## src/rtl/muldiv_pkg.sv

```systemverilog
// Shared types and defaults for the iterative multiply/divide write-back unit.
package muldiv_pkg;

  localparam int XLEN_DEF   = 32;
  localparam int REG_AW_DEF = 5;
  localparam int CNT_W_DEF  = 6;

  typedef enum logic [2:0] {
    OP_MUL   = 3'd0,
    OP_MULHU = 3'd1,
    OP_DIV   = 3'd2,
    OP_DIVU  = 3'd3,
    OP_REM   = 3'd4,
    OP_REMU  = 3'd5,
    OP_RSV6  = 3'd6,
    OP_RSV7  = 3'd7
  } op_e;

  typedef enum logic [1:0] {
    IDLE = 2'd0,
    RUN  = 2'd1,
    DONE = 2'd2
  } state_e;

  // Quotient returned for any divide by zero; sliced to XLEN by the user.
  localparam logic [63:0] DIV0_QUOT = '1;

endpackage

```

## src/rtl/muldiv_iter_core.sv

```systemverilog
// Radix-2 shift-add multiply / restoring divide datapath, one iteration per step_i.
// acc holds {hi, lo}: {partial product, multiplier} or {remainder, dividend/quotient}.
module muldiv_iter_core #(
  parameter int XLEN = 32
) (
  input  logic              clk,
  input  logic              rst_n,
  input  logic              load_i,
  input  logic              step_i,
  input  logic              div_mode_i,
  input  logic [XLEN-1:0]   lo_init_i,
  input  logic [XLEN-1:0]   opnd_init_i,
  output logic [2*XLEN-1:0] acc_nxt_o
);

  logic [2*XLEN-1:0] acc_q;
  logic [XLEN-1:0]   opnd_q;
  logic [XLEN:0]     add_sum;
  logic [XLEN:0]     rem_ext;
  logic [XLEN:0]     diff;

  always_comb begin
    add_sum   = {1'b0, acc_q[2*XLEN-1:XLEN]} + (acc_q[0] ? {1'b0, opnd_q} : '0);
    rem_ext   = acc_q[2*XLEN-1:XLEN-1];
    diff      = rem_ext - {1'b0, opnd_q};
    acc_nxt_o = {add_sum, acc_q[XLEN-1:1]};
    // diff[XLEN] is the borrow: set means the trial subtract is undone.
    if (div_mode_i) begin
      acc_nxt_o = {(diff[XLEN] ? rem_ext[XLEN-1:0] : diff[XLEN-1:0]),
                   acc_q[XLEN-2:0], ~diff[XLEN]};
    end
  end

  always_ff @(posedge clk or negedge rst_n) begin
    if (!rst_n) begin
      acc_q  <= '0;
      opnd_q <= '0;
    end else if (load_i) begin
      acc_q  <= {{XLEN{1'b0}}, lo_init_i};
      opnd_q <= opnd_init_i;
    end else if (step_i) begin
      acc_q  <= acc_nxt_o;
    end
  end

endmodule

```

## src/rtl/muldiv_wb_unit.sv

```systemverilog
// Multi-cycle MUL/MULHU/DIV/DIVU/REM/REMU unit feeding the register-file write port.
// Define MULDIV_FAST_MUL_EN for a single-cycle combinational MUL/MULHU path.
module muldiv_wb_unit
  import muldiv_pkg::*;
#(
  parameter int XLEN   = XLEN_DEF,
  parameter int REG_AW = REG_AW_DEF,
  parameter int CNT_W  = CNT_W_DEF
) (
  input  logic              clk,
  input  logic              rst_n,
  input  logic              start,
  input  logic [2:0]        op,
  input  logic [XLEN-1:0]   rs1_data,
  input  logic [XLEN-1:0]   rs2_data,
  input  logic [REG_AW-1:0] rd,
  input  logic              kill,
  output logic              busy,
  output logic              stall,
  output logic              wb_valid,
  output logic              wb_we,
  output logic [REG_AW-1:0] wb_addr,
  output logic [XLEN-1:0]   wb_data
);

  state_e            state_q;
  op_e               op_q;
  logic [REG_AW-1:0] rd_q, wb_addr_q;
  logic [XLEN-1:0]   wb_data_q;
  logic [CNT_W-1:0]  cnt_q;
  logic              busy_q, wb_valid_q, neg_quot_q, neg_rem_q, div0_q;

  op_e               op_in;
  logic              accept, in_signed, in_div, op_div_q;
  logic [XLEN-1:0]   abs1, abs2, res_lo, res_hi, res_d;
  logic [2*XLEN-1:0] acc_nxt;

  // Handshake: a request is taken in any cycle with start=1, kill=0, busy=0;
  // busy stays high until the write-back cycle ends, and kill always wins over start.
  assign op_in     = op_e'(op);
  assign accept    = start & ~kill & ~busy_q;
  assign in_signed = (op_in == OP_DIV) || (op_in == OP_REM);
  assign in_div    = op_in inside {OP_DIV, OP_DIVU, OP_REM, OP_REMU};
  assign op_div_q  = op_q inside {OP_DIV, OP_DIVU, OP_REM, OP_REMU};
  assign abs1      = (in_signed && rs1_data[XLEN-1]) ? -rs1_data : rs1_data;
  assign abs2      = (in_signed && rs2_data[XLEN-1]) ? -rs2_data : rs2_data;

  muldiv_iter_core #(.XLEN(XLEN)) u_core (
    .clk         (clk),
    .rst_n       (rst_n),
    .load_i      (accept),
    .step_i      ((state_q == RUN) && !kill),
    .div_mode_i  (op_div_q),
    .lo_init_i   (in_div ? abs1 : rs2_data),
    .opnd_init_i (in_div ? abs2 : rs1_data),
    .acc_nxt_o   (acc_nxt)
  );

  assign res_lo = acc_nxt[XLEN-1:0];
  assign res_hi = acc_nxt[2*XLEN-1:XLEN];

  // Result is formed from the final iteration's value so it can be registered into DONE.
  always_comb begin
    res_d = '0;
    case (op_q)
      OP_MUL:          res_d = res_lo;
      OP_MULHU:        res_d = res_hi;
      OP_DIV, OP_DIVU: res_d = div0_q ? XLEN'(DIV0_QUOT) : (neg_quot_q ? -res_lo : res_lo);
      OP_REM, OP_REMU: res_d = neg_rem_q ? -res_hi : res_hi;
      default:         res_d = '0;
    endcase
  end

`ifdef MULDIV_FAST_MUL_EN
  logic [2*XLEN-1:0] fast_prod;
  logic              fast_mul;
  assign fast_prod = {{XLEN{1'b0}}, rs1_data} * {{XLEN{1'b0}}, rs2_data};
  assign fast_mul  = (op_in == OP_MUL) || (op_in == OP_MULHU);
`endif

  always_ff @(posedge clk or negedge rst_n) begin
    if (!rst_n) begin
      state_q    <= IDLE;
      op_q       <= OP_MUL;
      rd_q       <= '0;
      cnt_q      <= '0;
      neg_quot_q <= 1'b0;
      neg_rem_q  <= 1'b0;
      div0_q     <= 1'b0;
      busy_q     <= 1'b0;
      wb_valid_q <= 1'b0;
      wb_addr_q  <= '0;
      wb_data_q  <= '0;
    end else begin
      wb_valid_q <= 1'b0;
      case (state_q)
        IDLE: begin
          if (accept) begin
            op_q       <= op_in;
            rd_q       <= rd;
            cnt_q      <= '0;
            neg_quot_q <= in_signed && (rs1_data[XLEN-1] ^ rs2_data[XLEN-1]);
            neg_rem_q  <= in_signed && rs1_data[XLEN-1];
            div0_q     <= (rs2_data == '0);
            busy_q     <= 1'b1;
            state_q    <= RUN;
`ifdef MULDIV_FAST_MUL_EN
            if (fast_mul) begin
              state_q    <= DONE;
              wb_valid_q <= 1'b1;
              wb_addr_q  <= rd;
              wb_data_q  <= (op_in == OP_MULHU) ? fast_prod[2*XLEN-1:XLEN] : fast_prod[XLEN-1:0];
            end
`endif
          end
        end
        RUN: begin
          if (kill) begin
            state_q <= IDLE;
            busy_q  <= 1'b0;
          end else if (cnt_q == CNT_W'(XLEN-1)) begin
            state_q    <= DONE;
            wb_valid_q <= 1'b1;
            wb_addr_q  <= rd_q;
            wb_data_q  <= res_d;
          end else begin
            cnt_q <= cnt_q + 1'b1;
          end
        end
        DONE: begin
          state_q <= IDLE;
          busy_q  <= 1'b0;
        end
        default: begin
          state_q <= IDLE;
          busy_q  <= 1'b0;
        end
      endcase
    end
  end

  assign busy     = busy_q;
  assign stall    = accept | busy_q;
  assign wb_valid = wb_valid_q & ~kill;
  assign wb_we    = wb_valid & (wb_addr_q != '0);
  assign wb_addr  = wb_addr_q;
  assign wb_data  = wb_data_q;

endmodule

```

## config.mk

```make
export PLATFORM = sky130hd
export DESIGN_NAME = muldiv_wb_unit
export DESIGN_NICKNAME = d
export VERILOG_FILES = /design/src/rtl/muldiv_pkg.sv /design/src/rtl/muldiv_iter_core.sv /design/src/rtl/muldiv_wb_unit.sv
export SDC_FILE = /design/constraint.sdc
export NUM_CORES = 1
export LEC_CHECK = 0
export ABC_AREA = 1
export CAP_MARGIN = 20
export CORE_ASPECT_RATIO = 0.7
export CORE_MARGIN = 2
export CORE_UTILIZATION = 50
export CTS_BUF_LIST = sky130_fd_sc_hd__clkbuf_8
export DETAILED_ROUTE_END_ITERATION = 8
export PLACE_DENSITY = 0.8
export SLEW_MARGIN = 20
export SYNTH_ARGS = -nofsm -noshare
export SYNTH_HDL_FRONTEND = slang
export SYNTH_SLANG_ARGS = --single-unit
```

## constraint.sdc

```tcl
create_clock -name clk -period 9.8 [get_ports clk]
set_input_delay 1.96 -clock clk [delete_from_list [all_inputs] [get_ports clk]]
set_output_delay 1.96 -clock clk [all_outputs]
set_load 0.05 [all_outputs]
```

==> flow_summary.json <==
{
  "crit_family": "buffers and inverters",
  "route.vias.total": 20564,
  "route.antenna.remaining_nets": 0,
  "wl_per_cell_um": 21.91,
  "hold_depth": 2,
  "cp_common_cell": "sky130_fd_sc_hd__clkdlybuf4s50_1",
  "synth_fp_nets": 3025,
  "timing.critical_path.to_type": "primary output",
  "fp.coreArea_mm2": 0.03370,
  "dp.final_hpwl_mm": 59.64,
  "slew_headroom_pct": 23.39,
  "synthDominantCellAreaShare_pct": 22.36,
  "async_reset_ff_share_pct": 100.0,
  "cts_max_level": 4,
  "hold_path.class": "reg2reg",
  "status": "completed",
  "diodes": 0,
  "via_per_inst": 6.025,
  "detailedRoute.firstPassIterationCount": 8,
  "timing.reg2reg.worst_path_depth": 23,
  "clkTransAtPathRegs_ns": 0.09,
  "arrival_time_reported_for_the_critical_path_endpoint_ns": 3.61,
  "slowest_delay_ns": 0.79,
  "die_h_um": 159.4,
  "drc": 0,
  "layout.cells.most_common_list": "sky130_fd_sc_hd__nand2_1 (845), sky130_fd_sc_hd__inv_1 (405), sky130_fd_sc_hd__o21ai_0 (247)",
  "fin_tns_setup_ns": 0,
  "cts_sinks": 154,
  "cp-start-kind": "input port",
  "die_area_mm2": 0.03600,
  "synth_seq_cells": 154,
  "initial_core_util_pct": 51.15,
  "routed_wl_mm": 74.78,
  "post_synth_num_cell_types": 58,
  "grt_pass1_vias": 18068,
  "max_cap_violations": 0,
  "worstPathCellList": "clkdlybuf4s50_1, nor2_1, o41ai_1, inv_1, clkdlybuf4s50_1",
  "final_nets": 3086,
  "largest_net_degree_at_the_start_of_global_routing": 100,
  "finalSetupViolCount": 0,
  "maxSlewViolCount": 0,
  "regToRegEndpoint": "wb_data[28]$_DFFE_PN0P_",
  "critical_path.max_fanout": 4,
  "synth.top_cells.by_area": "sky130_fd_sc_hd__dfrtp_1 (22%), sky130_fd_sc_hd__nand2_1 (18%), sky130_fd_sc_hd__inv_1 (8.8%)",
  "synth-edff-count": 0,
  "post_synth_inst_count": 2875,
  "postCtsSetupRepairBufs": 0,
  "worstHoldEndpoint": "wb_data[30]$_DFFE_PN0P_",
  "slowest_stage": "sky130_fd_sc_hd__clkdlybuf4s50_1",
  "cts_inserted_buffers": 17,
  "post-route-period-util_pct": 56.84,
  "final_critical_path_setup_slack_ns": 4.230,
  "data_required_time_at_the_worst_endpoint_ns": 7.84,
  "min_from": "wb_data[30]$_DFFE_PN0P_",
  "cp_bufs_invs": 3,
  "synth-warning-count": 0,
  "grt_first_pass_wirelength_mm": 110.8,
  "post_route_cells_drive_above_1_share_pct": 6.375,
  "worst_r2r_src": "u_core.acc_q[52]$_DFFE_PN0P_",
  "area_growth_syn_to_layout_pct": 11.00,
  "synth-main-ff-cell": "sky130_fd_sc_hd__dfrtp_1",
  "grt_util_overall_pct": 40.98,
  "routabilityCongestion": 1.159,
  "gr-total-overflow": 0,
  "cts_resized": 0,
  "dp_worst_setup_slack_ns": 4.255,
  "crit_path_kind": "in2out",
  "final_common_cell": "sky130_fd_sc_hd__nand2_1",
  "min_clock_period_post_route_ns": 5.570,
  "post_synthesis_sequential_area_ratio_pct": 22.36,
  "fmaxAchievable_mhz": 179.5,
  "fin_worst_skew_ns": 0.02482,
  "syn_avg_cell_area_um2": 5.996,
  "max-clock-path-buffers": 2,
  "floorplan.die.width_um": 225.9,
  "clock_latency_ns": 0.51,
  "number_of_design_rule_violations_left_by_the_first_detailed_router_iteration": 3207,
  "rows": 56,
  "top_level_ports": 117,
  "tritoncts": "built",
  "timing_worst_slew_pin_value_ns": 1.137,
  "reg2reg_slack_ns": 4.68,
  "antenna_found_initial": 0,
  "cts_root_buffer": "sky130_fd_sc_hd__clkbuf_8",
  "yosys.area.top_type": "sky130_fd_sc_hd__dfrtp_1",
  "hold_violations": 0,
  "cts.hold.buffers_added": 0,
  "cell_area_synth_mm2": 0.01724,
  "grt_setup_unrepaired": "no",
  "port_buffers": 116
}
worst max-delay path by stage:
| stage | startpoint | to | slack [ns] | cells past startpoint |
|---|---|---|---|---|
| after floorplan | kill | wb_we | 4.66 | 3 |
| after global placement | kill | wb_we | 4.28 | 5 |
| after detailed placement | kill | wb_we | 4.25 | 5 |
| after CTS | kill | wb_we | 4.25 | 5 |
| after global routing | kill | wb_we | 4.17 | 5 |
| final | kill | wb_we | 4.23 | 5 |
routing by layer:
metal	vias up	wire (µm)	track usage, %
li1	9495	-	-
met1	9460	32300	62.28
met4	0	1917	10.14
met3	133	12800	16.48
met2	1476	27760	52.39
met5	-	0	0
cell families (layout without fill, tap and decap cells):
| kind of cell | count (synthesis) | in the layout | share of synthesized area (%) |
|---|---|---|---|
| compound gates | 579 | 579 | 19.27 |
| xor+xnor | 61 | 61 | 3.099 |
| fa+ha+maj | 74 | 74 | 5.458 |
| buf+inv | 523 | 597 | 11.99 |
| flops | 154 | 154 | 22.36 |
| simple gates | 1484 | 1484 | 37.82 |
synth_stat cells (11+ instances only):
| library cell | instances |
|---|---|
| sky130_fd_sc_hd__o22ai_1 | 26 |
| sky130_fd_sc_hd__nor3_1 | 52 |
| sky130_fd_sc_hd__nand3_1 | 188 |
| sky130_fd_sc_hd__nor2_1 | 219 |
| sky130_fd_sc_hd__nor2_2 | 18 |
| sky130_fd_sc_hd__o211ai_1 | 30 |
| sky130_fd_sc_hd__o21ai_0 | 250 |
| sky130_fd_sc_hd__xor2_1 | 42 |
| sky130_fd_sc_hd__o21ai_1 | 24 |
| sky130_fd_sc_hd__clkbuf_1 | 66 |
| sky130_fd_sc_hd__buf_2 | 17 |
| sky130_fd_sc_hd__o21bai_1 | 11 |
| sky130_fd_sc_hd__nand3b_1 | 22 |
| sky130_fd_sc_hd__a22oi_1 | 25 |
| sky130_fd_sc_hd__nand3_2 | 14 |
| sky130_fd_sc_hd__nor4_1 | 14 |
| sky130_fd_sc_hd__nand2_1 | 846 |
| sky130_fd_sc_hd__a21oi_1 | 145 |
| sky130_fd_sc_hd__xnor2_1 | 19 |
| sky130_fd_sc_hd__ha_1 | 72 |
| sky130_fd_sc_hd__inv_1 | 405 |
| sky130_fd_sc_hd__nand2_2 | 48 |
| sky130_fd_sc_hd__nand4_1 | 26 |
| sky130_fd_sc_hd__dfrtp_1 | 154 |
| sky130_fd_sc_hd__o221ai_1 | 20 |
worst min-delay path, cell delays in order (launching register included):
cell                      delay, ns
sky130_fd_sc_hd__dfrtp_1       0.35
sky130_fd_sc_hd__nand2_1       0.05
sky130_fd_sc_hd__nand2_1       0.05
stage by stage:
| stage | hold WS, ns | utilization [%] | instances | instance area [µm²] |
|---|---|---|---|---|
| 4_1_cts | 0.4885 | 56.77 | 3413 | 19130 |
| 3_3_place_gp | 0.4637 | 55.55 | 3381 | 18720 |
| 2_1_floorplan | 0.4715 | - | 2875 | 17240 |
| 3_5_place_dp | 0.4647 | 55.57 | 3381 | 18730 |
| 6_report | 0.4838 | 56.77 | 3413 | 19130 |
| 5_1_grt | 0.5183 | 56.77 | 3413 | 19130 |
flip-flops by register name, summed over array words and instances, names as in the netlist:
register	count
state_q	2
cnt_q	6
op_q	3
u_core.opnd_q	32
wb_valid_q	1
rd_q	5
neg_quot_q	1
u_core.acc_q	64
wb_addr	5
div0_q	1
wb_data	32
busy	1
neg_rem_q	1
final cells by class:
cell class,count,area (µm²)
fill,3423,14570
multi-input combinational,2198,11340
sequential,154,3855
inverter,421,1580
timing repair buffer,144,1373
tap,464,580.6
clock buffer,17,234.0
clock inverter,15,171.4
Power is not shown: default switching activity piles up to over one toggle a cycle in this logic, so the estimate is an artifact.
